--- src/rtl/alu_pkg.sv ---
// Shared ALU definitions: default datapath width, opcode encodings and the
// result-buffer occupancy state type.
package alu_pkg;

  localparam int unsigned ALU_N = 32;
  localparam int unsigned OP_W  = 4;

  localparam logic [OP_W-1:0] OP_AND  = 4'b0000;
  localparam logic [OP_W-1:0] OP_OR   = 4'b0001;
  localparam logic [OP_W-1:0] OP_ADD  = 4'b0010;
  localparam logic [OP_W-1:0] OP_SUB  = 4'b0110;
  localparam logic [OP_W-1:0] OP_SLT  = 4'b0111;
  localparam logic [OP_W-1:0] OP_NOR  = 4'b1100;
  localparam logic [OP_W-1:0] OP_PACK = 4'b1101;

  typedef enum logic [1:0] {
    OCC_EMPTY = 2'd0,
    OCC_ONE   = 2'd1,
    OCC_FULL  = 2'd2
  } occ_e;

endpackage

--- src/rtl/alu_skid_buf.sv ---
// Two-entry in-order buffer with valid/ready on both sides. The ready and
// valid handshakes come straight from the registered occupancy state.
module alu_skid_buf
  import alu_pkg::*;
#(
  parameter int unsigned W = ALU_N + OP_W
) (
  input  logic         clk,
  input  logic         rst,
  input  logic         push_valid_i,
  output logic         push_ready_o,
  input  logic [W-1:0] push_data_i,
  output logic         pop_valid_o,
  input  logic         pop_ready_i,
  output logic [W-1:0] pop_data_o
);

  occ_e         state_q, state_d;
  logic [W-1:0] head_q, head_d;
  logic [W-1:0] tail_q, tail_d;
  logic         push, pop;

  assign push = push_valid_i && push_ready_o;
  assign pop  = pop_valid_o && pop_ready_i;

  always_ff @(posedge clk) begin
    if (rst) begin
      state_q <= OCC_EMPTY;
    end else begin
      state_q <= state_d;
    end
  end

  always_comb begin
    state_d = state_q;
    case (state_q)
      OCC_EMPTY: if (push) state_d = OCC_ONE;
      OCC_ONE: begin
        if (push && !pop)      state_d = OCC_FULL;
        else if (pop && !push) state_d = OCC_EMPTY;
      end
      OCC_FULL:  if (pop) state_d = OCC_ONE;
      default:   state_d = OCC_EMPTY;
    endcase
  end

  always_comb begin
    push_ready_o = (state_q != OCC_FULL);
    pop_valid_o  = (state_q != OCC_EMPTY);
  end

  // Head always holds the oldest entry; tail is only live in FULL.
  always_comb begin
    head_d = head_q;
    tail_d = tail_q;
    case (state_q)
      OCC_EMPTY: if (push) head_d = push_data_i;
      OCC_ONE: begin
        if (push && pop) head_d = push_data_i;
        else if (push)   tail_d = push_data_i;
      end
      OCC_FULL:  if (pop) head_d = tail_q;
      default: ;
    endcase
  end

  always_ff @(posedge clk) begin
    if (rst) begin
      head_q <= '0;
      tail_q <= '0;
    end else begin
      head_q <= head_d;
      tail_q <= tail_d;
    end
  end

  assign pop_data_o = head_q;

endmodule

--- src/rtl/alu_result_stage.sv ---
// ALU result stage: buffers tagged results, derives zero/negative flags from
// the stored word and tracks ALU zero-flag disagreement. Statistics counters
// are built only when ALU_RESULT_STATS_EN is defined.
module alu_result_stage
  import alu_pkg::*;
#(
  parameter int unsigned N     = ALU_N,
  parameter int unsigned CNT_W = 16
) (
  input  logic            clk,
  input  logic            rst,
  input  logic            in_valid,
  output logic            in_ready,
  input  logic [N-1:0]    in_out,
  input  logic            in_zero,
  input  logic [OP_W-1:0] in_op,
  output logic            res_valid,
  input  logic            res_ready,
  output logic [N-1:0]    res_data,
  output logic [OP_W-1:0] res_op,
  output logic            res_zero,
  output logic            res_neg,
  output logic            flag_err
`ifdef ALU_RESULT_STATS_EN
  ,
  output logic [CNT_W-1:0] stat_count,
  output logic [CNT_W-1:0] stat_zero
`endif
);

  localparam int unsigned PW = N + OP_W;

  if (N == 0 || CNT_W == 0) begin : g_param_check
    $error("alu_result_stage: N and CNT_W must be non-zero");
  end

  logic [PW-1:0] head;
  logic          push, pop;
  logic          flag_err_q, flag_err_d;

  alu_skid_buf #(
    .W(PW)
  ) u_buf (
    .clk         (clk),
    .rst         (rst),
    .push_valid_i(in_valid),
    .push_ready_o(in_ready),
    .push_data_i ({in_op, in_out}),
    .pop_valid_o (res_valid),
    .pop_ready_i (res_ready),
    .pop_data_o  (head)
  );

  assign push     = in_valid && in_ready;
  assign pop      = res_valid && res_ready;
  assign res_data = head[N-1:0];
  assign res_op   = head[PW-1:N];
  assign res_zero = (res_data == '0);
  assign res_neg  = res_data[N-1];

  // Sticky disagreement between the ALU zero flag and the accepted word.
  always_comb begin
    flag_err_d = flag_err_q;
    if (push && (in_zero != (in_out == '0))) flag_err_d = 1'b1;
  end

  always_ff @(posedge clk) begin
    if (rst) begin
      flag_err_q <= 1'b0;
    end else begin
      flag_err_q <= flag_err_d;
    end
  end

  assign flag_err = flag_err_q;

`ifdef ALU_RESULT_STATS_EN
  logic [CNT_W-1:0] cnt_q, cnt_d;
  logic [CNT_W-1:0] zcnt_q, zcnt_d;

  // Saturating counts of popped results and popped zero results.
  always_comb begin
    cnt_d  = cnt_q;
    zcnt_d = zcnt_q;
    if (pop && (cnt_q != '1))             cnt_d  = cnt_q + CNT_W'(1);
    if (pop && res_zero && (zcnt_q != '1)) zcnt_d = zcnt_q + CNT_W'(1);
  end

  always_ff @(posedge clk) begin
    if (rst) begin
      cnt_q  <= '0;
      zcnt_q <= '0;
    end else begin
      cnt_q  <= cnt_d;
      zcnt_q <= zcnt_d;
    end
  end

  assign stat_count = cnt_q;
  assign stat_zero  = zcnt_q;
`endif

endmodule

--- config.mk ---
export PLATFORM = sky130hd
export DESIGN_NAME = alu_result_stage
export DESIGN_NICKNAME = d
export VERILOG_FILES = /design/src/rtl/alu_pkg.sv /design/src/rtl/alu_skid_buf.sv /design/src/rtl/alu_result_stage.sv
export SDC_FILE = /design/constraint.sdc
export NUM_CORES = 1
export LEC_CHECK = 0
export BUFFER_PORTS_ARGS = -buffer_cell sky130_fd_sc_hd__buf_2
export CAP_MARGIN = 20
export CORE_ASPECT_RATIO = 1.2
export CORE_MARGIN = 4
export CORE_UTILIZATION = 53
export CTS_CLUSTER_DIAMETER = 40
export DETAILED_ROUTE_END_ITERATION = 10
export PLACE_DENSITY = 0.81
export SLEW_MARGIN = 10
export SYNTH_ARGS = -nofsm -noshare
export SYNTH_HDL_FRONTEND = slang
export SYNTH_SLANG_ARGS = --single-unit
--- constraint.sdc ---
create_clock -name clk -period 2.5 [get_ports clk]
set_input_delay 0.5 -clock clk [delete_from_list [all_inputs] [get_ports clk]]
set_output_delay 0.5 -clock clk [all_outputs]
set_load 0.01 [all_outputs]
==> impl_metrics.csv <==
group,metric,value,unit
placement,port_buffers,81,
placement,gp_congestion,0.789,
power_and_ir_drop,power.share.sequential,0.403,
critical_path,arrival,2.42,ns
cts,numCtsBuffers,9,
timing,setup_violations,0,
cts,clkSinkCount,75,
route,dr.pass1.iters,4,
route,vias_per_cell,5.80,
critical_path,r2r_end,"u_buf.pop_data_o[29]",
synth,synth_area,3410,sq um
die,die_h,95.9,um
synth,async_flop_share,0,
placement,hpwl,5980,um
power_and_ir_drop,ir_drop,0.574,mV
timing,finalCritPeriodShare,0.899,
critical_path,reg2reg_depth,6,
power_and_ir_drop,combPwrFrac,0.301,
critical_path,cp-start-kind,"flop",
hold_path,whs_endpoint,"u_buf.tail_q[33]",
cells_and_area,seq_area,1500,sq um
die,start_util,0.557,
critical_path,critPathMaxFanout,36,
critical_path,cp_cell_sequence,"inv_1 -> ha_1 -> nand3b_1 -> a21oi_2 -> or2_2 -> a211oi_1",
timing,maxSlewViolCount,0,
cells_and_area,nFillCells,547,
cts,cts_hold_buf,0,
synth,yosys_register_bits,75,
timing,min_period,2.25,ns
critical_path,path_class,"flop to flop",
critical_path,worst_r2r_startpoint,"u_buf.state_q[0]",
cells_and_area,syn_to_final_growth,19.8,%
die,fp.dieW,81.2,um
global_routing,grt_pass1_vias,3037,
global_routing,grt_antenna_before_repair,0,
cts,cts_root_buf,"clkbuf_8",
timing,clock_skew,0.00872,ns
timing,rsz0062_at_grt,"no",
synth,synth-main-ff-cell,"dfxtp_1",
timing,finalSetupTns,0,ns
power_and_ir_drop,power_density,931,nW/um^2
die,design.core.area,6130,sq um
route,wire_per_inst,16.4,um
route,via_count,3097,
power_and_ir_drop,total_leakage_power,0.00153,uW
cts,cts_tree,"built",
route,ant_nets,0,
synth,syn_avg_cell_area,9.07,sq um
power_and_ir_drop,p_int,2550,uW
cts,postCtsSetupRepairBufs,0,
synth,syn-num-nets,420,
critical_path,max_stage_delay,0.82,ns
timing,relSlewSlack,0.307,
route,drt_iter0_markers,194,
cts,cts_resized,0,
global_routing,grt_pass1_wl,14300,um
route,drc,0,
route,finalWirelength,8750,um
cts,ctsLongestPathBuffers,2,
synth,synth_cell_type_count,30,
timing,final_hold_viol_count,0,
cells_and_area,drive_gt1_frac,0.312,
power_and_ir_drop,p_clk_frac,0.296,
timing,worstMarginPinSlew,1.04,ns
critical_path,required,2.68,ns
placement,dpl.cell_count,518,
cells_and_area,n_antenna_cell,0,
global_routing,overflow,0,
synth,ys_seq_area_frac,0.440,
hold_path,min_from,"in_op[1]",
synth,ys_warn_count,0,
synth,syn_inst,376,
power_and_ir_drop,switchingPower,1260,uW
die,io_pins,82,
die,fp-row-count,31,
cells_and_area,multiInputGateArea,1750,sq um
cts,worstSkewPairLatency,0.35,ns
synth,synth_edf_count,0,
global_routing,grtUsageTotal,0.236,
critical_path,cp_slowest_cell,"or2_2",
job,max_cap_violations,0,
cells_and_area,fin_cells,534,
hold_path,holdCritPathClass,"input pin to flop",
timing,fmax,0.445,GHz
run_status,outcome,"complete, no violations",
critical_path,rrSetupSlack,0.25,ns
critical_path,cp-end-kind,"flop",
hold_path,worstHoldPathCells,3,
die,die_area,7790,sq um
cts,path_clk_slew,0.07,ns
power_and_ir_drop,p_sw_frac,0.331,
cells_and_area,nets,491,
cts,htree_levels,3,
global_routing,grt_start_max_net_pins,43,
-- cell usage after synthesis (2+ instances only) --
| cell | count | area [sq um] |
|---|---|---|
| nor4_1 | 17 | 106 |
| mux2i_1 | 36 | 360 |
| a211oi_1 | 6 | 45.0 |
| buf_2 | 5 | 25.0 |
| inv_1 | 3 | 11.3 |
| buf_4 | 2 | 15.0 |
| nand3b_1 | 2 | 15.0 |
| nand4_1 | 4 | 25.0 |
| nor2_1 | 5 | 18.8 |
| nor3_1 | 37 | 185 |
| ha_1 | 3 | 37.5 |
| a21oi_1 | 38 | 190 |
| a211oi_2 | 30 | 375 |
| clkbuf_1 | 20 | 75.1 |
| nand2b_1 | 6 | 37.5 |
| dfxtp_1 | 75 | 1500 |
| buf_6 | 3 | 33.8 |
| nand2_1 | 72 | 270 |
-- layout make-up --
type | instances | share of cell area
inverter | 4 | 0.00367
tap | 82 | 0.0251
clock buffer | 11 | 0.0346
sequential | 75 | 0.367
timing repair buffer | 91 | 0.118
clock inverter | 5 | 0.0245
multi-input combinational | 266 | 0.427
-- flip-flops by register name, indices dropped and copies added, names as in the netlist --
signal,count
flag_err,1
u_buf.pop_data_o,36
u_buf.state_q,2
u_buf.tail_q,36
-- placed cells by master, fill, tap and decap left out, drive strengths merged --
cell type,instances
buf,91
dfxtp,75
nand2,72
a21oi,39
nor3,37
mux2i,36
a211oi,36
nor4,17
clkbuf,11
nand2b,6
nor2,5
nand4,4
inv,4
bufinv,3
ha,3
nand3b,2
clkinv,2
o211a,1
or2,1
nor2b,1
o31a,1
o31ai,1
or3,1
nor3b,1
o21ai,1
o311ai,1
-- per-stage QoR --
stage	worst slack [ns]	utilization	cell area (sq um)	hold slack [ns]	total power (uW)
after global placement	0.388	0.628	3850	0.441	2670
after detailed placement	0.300	0.628	3850	0.446	2710
after floorplan	0.753	-	3410	0.436	2350
after CTS	0.240	0.667	4090	0.387	3830
final	0.254	0.667	4090	0.397	3800
after global routing	0.0696	0.667	4090	0.407	4000
-- routing by layer --
| metal | vias to the layer above | share of wire | GRT usage |
|---|---|---|---|
| li1 | 1494 | - | - |
| met1 | 1467 | 0.41 | 0.287 |
| met2 | 119 | 0.51 | 0.402 |
| met3 | 17 | 0.058 | 0.0412 |
| met4 | 0 | 0.024 | 0.111 |
| met5 | - | 0 | 0 |
-- how the worst max path moves through the flow --
stage                                       to  slack [ns]             start  depth (start not counted)
after global routing      u_buf.pop_data_o[31]        0.07  u_buf.state_q[0]                          6
after floorplan           u_buf.pop_data_o[10]        0.75  u_buf.state_q[0]                          9
final                     u_buf.pop_data_o[29]        0.25  u_buf.state_q[0]                          6
after CTS                 u_buf.pop_data_o[31]        0.24  u_buf.state_q[0]                          6
after global placement    u_buf.pop_data_o[29]        0.39  u_buf.state_q[0]                          6
after detailed placement  u_buf.pop_data_o[29]        0.30  u_buf.state_q[0]                          6
-- cell families after synthesis --
| group | synth area share |
|---|---|
| AO/OA/AOI/OAI | 0.193 |
| buffers and inverters | 0.0492 |
| adder cells (fa/ha/maj) | 0.0110 |
| AND/OR/NAND/NOR | 0.201 |
| multiplexers | 0.106 |
| flip-flops | 0.440 |
-- power groups by stage --
stage	Combinational, uW	Clock [uW]	Sequential, uW
final	1140	1120	1530
after CTS	1160	1140	1530
after global placement	1120	0	1550
after detailed placement	1150	0	1560
after global routing	1270	1180	1560
after floorplan	749	0	1600
-- worst max-delay path: cells and delay by family, from the launching register on --
kind            cells  cell delay (ns)
simple gates        2             1.01
buf+inv             1             0.09
compound gates      2             0.33
fa+ha+maj           1             0.27
flops               1             0.37
No activity file was read; power rests on OpenSTA's default activity.
